File: src/rtl/lc3b_types.sv
// Shared LC-3b types used by the memory arbiter: line/word types, arbiter
// FSM state encoding (state value doubles as the arb_owner code).
package lc3b_types;

    localparam int LC3B_ADDR_W = 16;
    localparam int LC3B_LINE_W = 128;

    typedef logic [LC3B_ADDR_W-1:0] lc3b_word;
    typedef logic [LC3B_LINE_W-1:0] lc3b_line;

    typedef enum logic [1:0] {
        arb_idle    = 2'b00,
        arb_serve_i = 2'b01,
        arb_serve_d = 2'b10
    } lc3b_arb_state;

    // Owner code shown on the status port; unknown encodings report idle
    function automatic logic [1:0] arb_owner_code(input lc3b_arb_state state);
        logic [1:0] code;
        case (state)
            arb_serve_i: code = 2'b01;
            arb_serve_d: code = 2'b10;
            default:     code = 2'b00;
        endcase
        return code;
    endfunction

endpackage

File: src/rtl/mem_arbiter_pick.sv
// Combinational winner select between I-cache and D-cache requests.
// With RR_EN set, contention goes to the side not granted last.
module mem_arbiter_pick #(
    parameter bit RR_EN = 1'b0
) (
    input  logic i_req_i,
    input  logic i_req_d,
    input  logic i_last_grant_d,
    output logic o_grant_i,
    output logic o_grant_d
);

    logic w_prefer_i;

    // D wins contention unless the round-robin pointer says it went last
    always_comb begin
        w_prefer_i = RR_EN & i_last_grant_d;
        o_grant_d  = i_req_d & ~(i_req_i & w_prefer_i);
        o_grant_i  = i_req_i & ~o_grant_d;
    end

endmodule

File: src/rtl/mem_arbiter.sv
// Single-outstanding physical memory arbiter for the LC-3b I/D caches.
// Optional feature macro: MEM_ARB_ROUND_ROBIN_EN (round-robin on contention).
module mem_arbiter
    import lc3b_types::*;
#(
    parameter int ADDR_W = LC3B_ADDR_W,
    parameter int LINE_W = LC3B_LINE_W
) (
    input  logic              clk,
    input  logic              rst_n,
    input  logic              i_read,
    input  logic [ADDR_W-1:0] i_address,
    output logic [LINE_W-1:0] i_rdata,
    output logic              i_resp,
    input  logic              d_read,
    input  logic              d_write,
    input  logic [ADDR_W-1:0] d_address,
    input  logic [LINE_W-1:0] d_wdata,
    output logic [LINE_W-1:0] d_rdata,
    output logic              d_resp,
    output logic              pmem_read,
    output logic              pmem_write,
    output logic [ADDR_W-1:0] pmem_address,
    output logic [LINE_W-1:0] pmem_wdata,
    input  logic [LINE_W-1:0] pmem_rdata,
    input  logic              pmem_resp,
    output logic [1:0]        arb_owner
);

    lc3b_arb_state     r_state;
    lc3b_arb_state     w_next_state;
    logic [ADDR_W-1:0] r_addr;
    logic [LINE_W-1:0] r_wdata;
    logic              r_op_write;
    logic              w_req_i;
    logic              w_req_d;
    logic              w_grant_i;
    logic              w_grant_d;
    logic              w_last_grant_d;
    logic              w_busy;

    assign w_req_i = i_read;
    assign w_req_d = d_read | d_write;

`ifdef MEM_ARB_ROUND_ROBIN_EN
    localparam bit RR_EN = 1'b1;
    logic r_last_grant_d;

    // Remember which side won the most recent grant (reset points at I)
    always_ff @(posedge clk or negedge rst_n) begin
        if (!rst_n) begin
            r_last_grant_d <= 1'b0;
        end else if (r_state == arb_idle && w_grant_d) begin
            r_last_grant_d <= 1'b1;
        end else if (r_state == arb_idle && w_grant_i) begin
            r_last_grant_d <= 1'b0;
        end else begin
            r_last_grant_d <= r_last_grant_d;
        end
    end

    assign w_last_grant_d = r_last_grant_d;
`else
    localparam bit RR_EN = 1'b0;
    assign w_last_grant_d = 1'b0;
`endif

    mem_arbiter_pick #(
        .RR_EN(RR_EN)
    ) u_pick (
        .i_req_i        (w_req_i),
        .i_req_d        (w_req_d),
        .i_last_grant_d (w_last_grant_d),
        .o_grant_i      (w_grant_i),
        .o_grant_d      (w_grant_d)
    );

    // State register
    always_ff @(posedge clk or negedge rst_n) begin
        if (!rst_n) begin
            r_state <= arb_idle;
        end else begin
            r_state <= w_next_state;
        end
    end

    // Next state: grant from IDLE, return to IDLE on memory completion
    always_comb begin
        w_next_state = r_state;
        case (r_state)
            arb_idle: begin
                if (w_grant_d) begin
                    w_next_state = arb_serve_d;
                end else if (w_grant_i) begin
                    w_next_state = arb_serve_i;
                end else begin
                    w_next_state = arb_idle;
                end
            end
            arb_serve_i, arb_serve_d: begin
                if (pmem_resp) begin
                    w_next_state = arb_idle;
                end else begin
                    w_next_state = r_state;
                end
            end
            default: w_next_state = arb_idle;
        endcase
    end

    // Capture the winner's request at the grant edge; held for the whole transaction
    always_ff @(posedge clk or negedge rst_n) begin
        if (!rst_n) begin
            r_addr     <= {ADDR_W{1'b0}};
            r_wdata    <= {LINE_W{1'b0}};
            r_op_write <= 1'b0;
        end else if (r_state == arb_idle && w_grant_d) begin
            r_addr     <= d_address;
            r_wdata    <= d_wdata;
            r_op_write <= d_write;
        end else if (r_state == arb_idle && w_grant_i) begin
            r_addr     <= i_address;
            r_wdata    <= {LINE_W{1'b0}};
            r_op_write <= 1'b0;
        end else begin
            r_addr     <= r_addr;
            r_wdata    <= r_wdata;
            r_op_write <= r_op_write;
        end
    end

    // Strobes derive from state so an async reset drops them immediately
    assign w_busy       = (r_state == arb_serve_i) || (r_state == arb_serve_d);
    assign pmem_read    = w_busy & ~r_op_write;
    assign pmem_write   = w_busy & r_op_write;
    assign pmem_address = r_addr;
    assign pmem_wdata   = r_wdata;

    assign i_resp    = (r_state == arb_serve_i) & pmem_resp;
    assign d_resp    = (r_state == arb_serve_d) & pmem_resp;
    assign i_rdata   = pmem_rdata;
    assign d_rdata   = pmem_rdata;
    assign arb_owner = arb_owner_code(r_state);

endmodule

File: config.mk
export PLATFORM = sky130hd
export DESIGN_NAME = mem_arbiter
export DESIGN_NICKNAME = d
export VERILOG_FILES = /design/src/rtl/lc3b_types.sv /design/src/rtl/mem_arbiter_pick.sv /design/src/rtl/mem_arbiter.sv
export SDC_FILE = /design/constraint.sdc
export NUM_CORES = 1
export LEC_CHECK = 0
export CAP_MARGIN = 20
export CORE_AREA = 4 4 274 276
export CTS_CLUSTER_DIAMETER = 60
export DETAILED_ROUTE_END_ITERATION = 10
export DIE_AREA = 0 0 278 280
export GPL_ROUTABILITY_DRIVEN = 0
export PLACE_DENSITY = 0.32
export RECOVER_POWER = 25
export SYNTH_ARGS = -nofsm -noshare
export SYNTH_HDL_FRONTEND = slang
export SYNTH_SLANG_ARGS = --single-unit
export TNS_END_PERCENT = 20
File: constraint.sdc
create_clock -name clk -period 1.7 [get_ports clk]
set_input_delay 0.17 -clock clk [delete_from_list [all_inputs] [get_ports clk]]
set_output_delay 0.17 -clock clk [all_outputs]
set_load 0.01 [all_outputs]
==> impl_metrics.toml <==
[power]
powerDensity_mw_per_mm2 = 1770
leakage_nw = 4.29
peakVddDrop_v = 0.000669

[detailed_routing]
wl_um = 26200
post-route-drc-count = 0
ant_nets = 0
wl_per_cell_um = 15.4
via_count = 4942
first_pass_iters = 4
viasPerCell = 2.90
first_iter_violations = 128

[worst_setup_path]
start_kind = "flop"
required_ns = 2.05
endpoint_kind = "flop"
path_class = "flop to flop"
arrival_ns = 1.98
path_max_fanout = 16

[layout]
final_util_pct = 14.7
drive_gt1_share_pct = 13.2
final_cell_area_mm2 = 0.0107
antennaDiodeCount = 0
area_growth_pct = 43.6
fin_nets = 1029

[logic_synthesis]
ys.warnings.count = 0
seq_area_frac_synth_pct = 49.5
syn_inst = 635
avgSynthCellArea_um2 = 11.7
synthFlopType = "dfrtp_1"
ys_ff_latch = 147
synth-edff-count = 0
yosysUniqueCellTypes = 23
synth_area_mm2 = 0.00742
synth_nets = 934
async_flop_share_pct = 100

[sta]
hold_violations = 0
rsz0062_at_grt = "yes"
finalCritPeriodShare_pct = 95.4
max_freq_mhz = 617
worst_slew_pin_slew_ns = 0.536
setup_viol = 0
finalClockSkew_ns = 0.0151
min_period_ns = 1.62
maxSlewHeadroom_pct = 64.3
holdWs_ns = 0.209
slew_viol_final = 0

[grt]
grt_max_degree = 54
antenna_found_initial = 0
grt.overflow.total = 0
grt_usage_pct = 6.71
grt_pass1_vias = 5535
grt_pass1_wl_um = 38200

[outcome]
outcome = "complete, no violations"

[clock_network]
path_clk_slew_ns = 0.07
cts_sinks = 147
root_buffer = "clkbuf_16"
clock_latency_ns = 0.47
cts_tree = "done"
cts_buffers = 17
cts_max_level = 4
postCtsSetupRepairBufs = 0
clockBufferDepth = 2

[floorplanning]
fp.dieH_um = 280
rows = 99
initial_core_util_pct = 10.2
dieArea_mm2 = 0.0778
die_x_um = 278
core_area_mm2 = 0.0726
io-pin-count = 700

[placement]
place_area_mm2 = 0.0101
portBuffers = 315
place_hpwl_um = 19800

[flow_run]
cap_violations = 0

[worst_hold_path]
hold_path_class = "input port to async pin"
## per-layer routing
| layer | track usage (%) | part of all wire, % | wire length (um) | up-vias |
|---|---|---|---|---|
| li1 | - | - | - | 2136 |
| met1 | 6.60 | 35 | 9190 | 2356 |
| met2 | 10.8 | 48 | 12700 | 323 |
| met3 | 3.43 | 10 | 2620 | 127 |
| met4 | 5.20 | 6.7 | 1750 | 0 |
| met5 | 0 | 0 | 0 | - |
## stage by stage
| step | power [W] | TNS [ns] | instances | setup WS (ns) |
|---|---|---|---|---|
| detailed placement | 0.0152 | -0.131 | 1669 | -0.0179 |
| floorplan | 0.0105 | 0 | 635 | 0.102 |
| global placement | 0.0153 | 0 | 1669 | 0.0102 |
| CTS | 0.0193 | -0.0941 | 1702 | -0.0434 |
| global route | 0.0202 | -0.0720 | 1702 | -0.0418 |
| finish | 0.0188 | 0 | 1702 | 0.0783 |
## flip-flops by register name, indices dropped and copies added (netlist names)
signal        cells
r_state           2
r_op_write        1
pmem_address     16
pmem_wdata      128
## what timing repair did
| item | in CTS | in global routing |
|---|---|---|
| hold endpoints to repair | 49 | 0 |
| gates cloned | 0 | 0 |
| hold buffers | 1 | 0 |
| endpoints found under the setup margin | 12 | 123 |
| gates resized for setup | 25 | 19 |
## power breakdown
group | leakage, nW | switching, W | total (W) | internal [W]
Sequential | 1.79 | 0.000991 | 0.00617 | 0.00518
Clock | 0.278 | 0.00186 | 0.00385 | 0.00200
Combinational | 2.22 | 0.00372 | 0.00881 | 0.00509
Total | 4.29 | 0.00657 | 0.0188 | 0.0123
## cells in the final DEF (no fill, tap or decap), drive strengths merged
cell / synthesis / layout
nand4bb: 1 / 1
o21a: 1 / 1
dlygate4sd2: 0 / 2
dfrtp: 147 / 147
clkinvlp: 0 / 2
clkinv: 0 / 3
nor2b: 1 / 1
clkbuf: 3 / 20
o22ai: 16 / 16
ha: 5 / 5
and2: 3 / 3
nand2: 2 / 2
dlymetal6s2s: 0 / 4
nand2b: 1 / 1
buf: 285 / 54
and4bb: 1 / 1
o21ai: 4 / 4
o31a: 1 / 1
a22o: 129 / 129
dlygate4sd3: 0 / 1
inv: 2 / 10
nor2: 33 / 33
clkdlybuf4s50: 0 / 302
## cells by family after synthesis
logic type / after synthesis / share of synthesized area [%]
compound gates: 151 / 17.1
fa+ha+maj: 5 / 0.843
buf+inv: 290 / 29.9
flops: 147 / 49.5
simple gates: 42 / 2.61
## final cells by class
cell class | count | area [um2]
Clock inverter | 13 | 114
Multi-Input combinational cell | 198 | 1560
Fill cell | 8126 | 61900
Inverter | 2 | 7.51
Tap cell | 959 | 1200
Sequential cell | 147 | 3680
Clock buffer | 19 | 453
Timing Repair Buffer | 364 | 3640
## cells in the mapped netlist (2+ instances only)
cell type | number | share of area, %
buf_4 | 257 | 26
dfrtp_1 | 147 | 50
a22o_1 | 129 | 15
nor2_1 | 32 | 1.6
o22ai_1 | 16 | 1.3
buf_2 | 14 | 0.94
buf_8 | 10 | 2.0
ha_1 | 5 | 0.84
and2_1 | 3 | 0.25
buf_6 | 3 | 0.45
clkbuf_1 | 3 | 0.15
o21ai_0 | 3 | 0.20
inv_1 | 2 | 0.10
nand2_1 | 2 | 0.10
## critical path: stages, from the launching register on
cell	delay (ns)
dfrtp_1	0.39
inv_2	0.09
ha_4	0.15
and4bb_2	0.28
nor2_4	0.06
buf_12	0.15
buf_4	0.17
a22o_1	0.18
## final timing paths
kind,from,end,slack (ns),cells past startpoint
worst max register to register,r_state[0]$_DFFE_PN0P_,pmem_wdata[52]$_DFFE_PN0P_,0.08,7
worst min-delay path,rst_n,pmem_wdata[8]$_DFFE_PN0P_,0.21,2
min in group clk,d_wdata[13],pmem_wdata[13]$_DFFE_PN0P_,0.30,2
max in group asynchronous,rst_n,pmem_wdata[84]$_DFFE_PN0P_,0.91,3
worst max-delay path,r_state[0]$_DFFE_PN0P_,pmem_wdata[52]$_DFFE_PN0P_,0.08,7
worst min register to register,pmem_wdata[41]$_DFFE_PN0P_,pmem_wdata[41]$_DFFE_PN0P_,0.50,1
Power figures use the tool's default switching activity.
